`src/rtl/multiplexor_secuencial.sv`:
```
// multiplexor_secuencial: registered N-channel mux with manual select and optional round-robin scan.
// Scan mode (BARRIDO state, dwell counter, o_Fin) is compiled in only when MULTIPLEXOR_BARRIDO_EN is defined.
module multiplexor_secuencial #(
    parameter int ANCHO        = 4,
    parameter int CANALES      = 4,
    parameter int PERMANENCIA  = 4,
    localparam int SEL_W       = $clog2(CANALES)
) (
    input  logic                       i_Clk,
    input  logic                       i_Rst_n,
    input  logic [CANALES*ANCHO-1:0]   i_Datos,
    input  logic [SEL_W-1:0]           i_Sel,
    input  logic                       i_Modo,
    input  logic                       i_Habilita,
    output logic [ANCHO-1:0]           o_Salida,
    output logic [SEL_W-1:0]           o_Canal,
    output logic                       o_Valido,
    output logic                       o_Fin
);
    logic [ANCHO-1:0] salida_q, salida_d;
    logic [SEL_W-1:0] canal_q, canal_d, sel_c;
    logic             valido_q, valido_d;

    // Out-of-range selects only exist for non-power-of-2 channel counts
    assign sel_c = (int'(i_Sel) > CANALES - 1) ? SEL_W'(CANALES - 1) : i_Sel;

`ifdef MULTIPLEXOR_BARRIDO_EN
    localparam int CNT_W = (PERMANENCIA > 1) ? $clog2(PERMANENCIA) : 1;
    typedef enum logic {MANUAL, BARRIDO} estado_t;
    estado_t          estado_q, estado_d;
    logic [SEL_W-1:0] idx_q, idx_d, idx_cur;
    logic [CNT_W-1:0] cnt_q, cnt_d, cnt_cur;
    logic             fin_q, fin_d, ultimo;

    always_comb begin
        estado_d = estado_q;
        idx_d    = idx_q;
        cnt_d    = cnt_q;
        salida_d = salida_q;
        canal_d  = canal_q;
        valido_d = 1'b0;
        fin_d    = 1'b0;
        // The entry cycle behaves as a scan cycle starting from channel 0
        idx_cur  = (estado_q == BARRIDO) ? idx_q : '0;
        cnt_cur  = (estado_q == BARRIDO) ? cnt_q : '0;
        ultimo   = cnt_cur == CNT_W'(PERMANENCIA - 1);
        if (i_Habilita) begin
            valido_d = 1'b1;
            estado_d = i_Modo ? BARRIDO : MANUAL;
            canal_d  = i_Modo ? idx_cur : sel_c;
            salida_d = i_Datos[int'(canal_d)*ANCHO +: ANCHO];
            cnt_d    = ultimo ? '0 : cnt_cur + 1'b1;
            idx_d    = !ultimo ? idx_cur : (idx_cur == SEL_W'(CANALES - 1)) ? '0 : idx_cur + 1'b1;
            fin_d    = i_Modo && ultimo && (idx_cur == SEL_W'(CANALES - 1));
        end
    end

    always_ff @(posedge i_Clk or negedge i_Rst_n) begin
        if (!i_Rst_n) begin
            estado_q <= MANUAL;
            idx_q    <= '0;
            cnt_q    <= '0;
            fin_q    <= 1'b0;
        end else begin
            estado_q <= estado_d;
            idx_q    <= idx_d;
            cnt_q    <= cnt_d;
            fin_q    <= fin_d;
        end
    end

    assign o_Fin = fin_q;
`else
    logic unused_modo;

    always_comb begin
        salida_d = salida_q;
        canal_d  = canal_q;
        valido_d = 1'b0;
        if (i_Habilita) begin
            valido_d = 1'b1;
            canal_d  = sel_c;
            salida_d = i_Datos[int'(sel_c)*ANCHO +: ANCHO];
        end
    end

    assign unused_modo = i_Modo;
    assign o_Fin       = 1'b0;
`endif

    always_ff @(posedge i_Clk or negedge i_Rst_n) begin
        if (!i_Rst_n) begin
            salida_q <= '0;
            canal_q  <= '0;
            valido_q <= 1'b0;
        end else begin
            salida_q <= salida_d;
            canal_q  <= canal_d;
            valido_q <= valido_d;
        end
    end

    assign o_Salida = salida_q;
    assign o_Canal  = canal_q;
    assign o_Valido = valido_q;
endmodule
```
`config.mk`:
```
export PLATFORM = sky130hd
export DESIGN_NAME = multiplexor_secuencial
export DESIGN_NICKNAME = d
export VERILOG_FILES = /design/src/rtl/multiplexor_secuencial.sv
export SDC_FILE = /design/constraint.sdc
export NUM_CORES = 1
export LEC_CHECK = 0
export CORE_AREA = 2 2 39 41
export DETAILED_ROUTE_END_ITERATION = 12
export DIE_AREA = 0 0 41 43
export GPL_ROUTABILITY_DRIVEN = 0
export MAX_ROUTING_LAYER = met4
export PLACE_DENSITY = 0.71
export SYNTH_ARGS = -nofsm -noshare
export SYNTH_HDL_FRONTEND = slang
export SYNTH_SLANG_ARGS = --single-unit
export TNS_END_PERCENT = 30
```
`constraint.sdc`:
```
create_clock -name i_Clk -period 2.1 [get_ports i_Clk]
set_input_delay 0.42 -clock i_Clk [delete_from_list [all_inputs] [get_ports i_Clk]]
set_output_delay 0.42 -clock i_Clk [all_outputs]
set_load 0.02 [all_outputs]
```
== After elaboration in Yosys (flattened, before gate mapping) ==
Index checks and enable logic that the tools add are counted.

* Shift operators: 1
* Multiplexer cells: 1

{| class="wikitable"
|+ Operators with widths
! operator !! number
|-
| 16-bit by 5-bit indexed part select with 4-bit output || 1
|-
| 1-bit two-way mux || 1
|}

* Flip-flop bits (word level): 7
* Word-level logic and storage cells: 5
* Bits of input ports: 22

== Depth between registers and ports, before layout ==
* Word-level depth: 1
* Gate-level depth with buffers: 3
* Gate-level depth less buffers: 2

== Least setup slack after synthesis ==
Ideal clock, no wire load.

* Kind: in2reg
* From: input i_Sel[0]
* To: register salida_q[0], in the netlist o_Salida[0]
* Data arrival time: 830 ps
* Path buffers: 1
* Data required time: 1,962 ps
* Setup time: 138 ps
* Stages: 3
* Slack: 1,132 ps
* Path through: buf_6 -> mux2i_1 -> o221ai_1

* Cells in the longest elaborated chain, start to end: 1

{| class="wikitable"
|+ RTL lines
! item !! line !! source
|-
| start, declared || 12 || <nowiki>input logic [SEL_W-1:0] i_Sel,</nowiki>
|-
| 16-bit by 5-bit indexed part select with 4-bit output || 83 || <nowiki>salida_d = i_Datos[int'(sel_c)*ANCHO +: ANCHO];</nowiki>
|-
| end signal, assigned || 97 || <nowiki>salida_q <= salida_d;</nowiki>
|-
| end, declared || 20 || <nowiki>logic [ANCHO-1:0] salida_q, salida_d;</nowiki>
|}

No other way between the ends.
A chain may end at the register's enable or synchronous reset.

== Worst setup path after layout ==
* From: register salida_q[3], in the netlist o_Salida[3]
* To: output o_Salida[3]

{| class="wikitable"
|+ RTL lines
! item !! line !! source
|-
| end, declared || 15 || <nowiki>output logic [ANCHO-1:0] o_Salida,</nowiki>
|}

No word-level cell between the ends.

==> impl_results.md <==
- Crit path kind: reg2out
- Number of gates resized after cts: 0
- Grt met1 use: 14.0%
- Drt total wl: 895 um
- Seq cells post-synth: 7
- Sw Share: 27.1%
- Tcrit/Tclk final: 78.8%
- Nets: 83
- IR drop worst, VDD: 0.000378 V
- Later-pin clock latency in the skew report: 0.25 ns
- Cell leakage power: 0.287 nW
- Via count: 343
- Post-DP HPWL: 707 um
- Worst-path clk slew: 0.06 ns
- Total power: 0.408 mW
- Crit path max fanout: 2
- Int Power: 0.297 mW
- DP Worst Slack: 0.315 ns
- Crit-path cells: clkdlybuf4s50_1
- DP Area: 654 um2
- Vias per inst: 4.51
- Die W: 41 um
- Global routing met2 resource utilization: 18.4%
- Hold WC Path Type: in2async
- Cell family with most CP delay: buffers and inverters
- Antenna cells: 0
- CTS tree: done
- Routed wire per std cell: 11.8 um
- RSZ-0062 raised after global routing: no
- Syn. warnings: 0
- Root buf cell: clkbuf_4
- Psw: 0.110 mW
- Yosys cell types: 11
- CORE AREA: 1380 um2
- Combinational Power Share: 30.5%
- Die ar.: 1760 um2
- Worst r2r src: o_Canal[0]
- Critical path startpoint: o_Salida[3]
- GR peak layer: met2
- Max frequency: 604 MHz
- Synth Instances: 31
- CTS buffer count: 3
- Vert. Die Dim: 43 um
- CP peak stage delay: 0.61 ns
- Crit start category: flop
- Crit end category: output port
- Largest net degree at the start of global routing: 10
- CTS Buffer Depth: 2
- Final Hold Fails: 0
- CTS Hold Bufs: 0
- H-tree lvl count: 1
- Vias in the first global route: 342
- Antenna violations before repair: 0
- Worst Path Arrival: 1.24 ns
- Final setup violation count: 0
- Outcome: completed
- Pins Over Slew Limit: 0
- Starting Density: 27.7%
- Max cap viols: 0
- Fin area: 681 um2
- Reg power frac: 38.7%
- All-layer global routing usage: 12.4%
- Clock power share: 30.7%
- Critical path required time: 1.68 ns
- Avg Inst Size Synth: 12.4 um2
- Seq/Total Area, Yosys: 45.8%
- Setup TNS: 0 ns
- Final min period: 1.66 ns
- Cell Area, Synth: 383 um2
- WP buf/inv: 1
- Share of layout cells above drive strength 1: 16.7%
- Routed Antenna Nets: 0
- Cell row count: 14
- I/O pin cnt: 30
- Final WS setup: 0.445 ns
- First-pass GRT wire length: 1410 um
- Total grt overflow: 0
- Most common cell after layout, fill and taps aside: clkdlybuf4s50_1
- Slowest cell on the critical path: clkdlybuf4s50_1
- Layout overhead on the synthesized area: 77.8%
- DR DRC count: 0
- GR Util met3: 3.14%
- Pre-Repair DR Iteration Count: 2
- PortBufs: 27
- Postcts setup bufs: 0
- Clk sink count: 7
- Syn Nets: 53
- Worst setup skew after layout: 0 ns
- Most frequent cells in the layout: 27 x clkdlybuf4s50_1, 8 x mux2i_1, 7 x dfrtp_1
- PwrDens: 599 nW/um2
- Drt first-iter violations: 3
## per-layer routing
layer	wire, um	part of all wire [%]
met4	0	0
met3	68	7.6
met1	372	42
met2	454	51
met5	0	0
## state kept, by name, summed over array words and instances (netlist names)
name / count
o_Valido: 1
o_Canal: 2
o_Salida: 4
## kinds of logic after synthesis
kind of cell / synth area share [%]
other: 0.979
buffers and inverters: 5.88
and+or+nand+nor: 13.1
muxes: 23.9
DFF: 45.8
AOI/OAI and AO/OA: 10.5
## final timing paths
check,end,slack [ns],depth (start not counted)
worst min-delay path,o_Salida[0],0.42,1
worst min register to register,o_Salida[2],0.51,2
max in group asynchronous,o_Salida[2],1.43,1
min in group i_Clk,o_Salida[2],0.51,2
worst max register to register,o_Canal[0],1.36,1
worst max-delay path,o_Salida[3],0.44,1
## area by class of cell
class / count / area, um2
Clock buffer: 4 / 26.3
Fill cell: 142 / 703
Inverter: 1 / 3.75
Multi-Input combinational cell: 21 / 185
Sequential cell: 7 / 175
Tap cell: 16 / 20.0
Timing Repair Buffer: 27 / 270
## power groups by stage
stage | clock (mW) | combinational, mW | sequential [mW]
6_report | 0.125 | 0.125 | 0.158
5_1_grt | 0.133 | 0.134 | 0.161
4_1_cts | 0.126 | 0.127 | 0.158
3_5_place_dp | 0 | 0.127 | 0.160
3_3_place_gp | 0 | 0.126 | 0.160
2_1_floorplan | 0 | 0.0351 | 0.178
## cells in the mapped netlist, drive strengths merged
| master | number | share of area [%] |
|---|---|---|
| mux2i | 8 | 21 |
| dfrtp | 7 | 46 |
| nand2b | 5 | 11 |
| o221ai | 4 | 9.1 |
| buf | 2 | 4.9 |
| conb | 1 | 0.98 |
| inv | 1 | 0.98 |
| mux2 | 1 | 2.9 |
| nand2 | 1 | 1.6 |
| o21ai | 1 | 1.3 |
## per-stage QoR
step / std cells / util [%] / hold slack [ns]
after global placement: 72 / 47.3 / 0.490
after CTS: 76 / 49.2 / 0.435
after floorplan: 31 / - / 0.124
after global routing: 76 / 49.2 / 0.449
after detailed placement: 72 / 47.3 / 0.496
final: 76 / 49.2 / 0.420
Note: power is estimated with default switching activity, not from simulation.
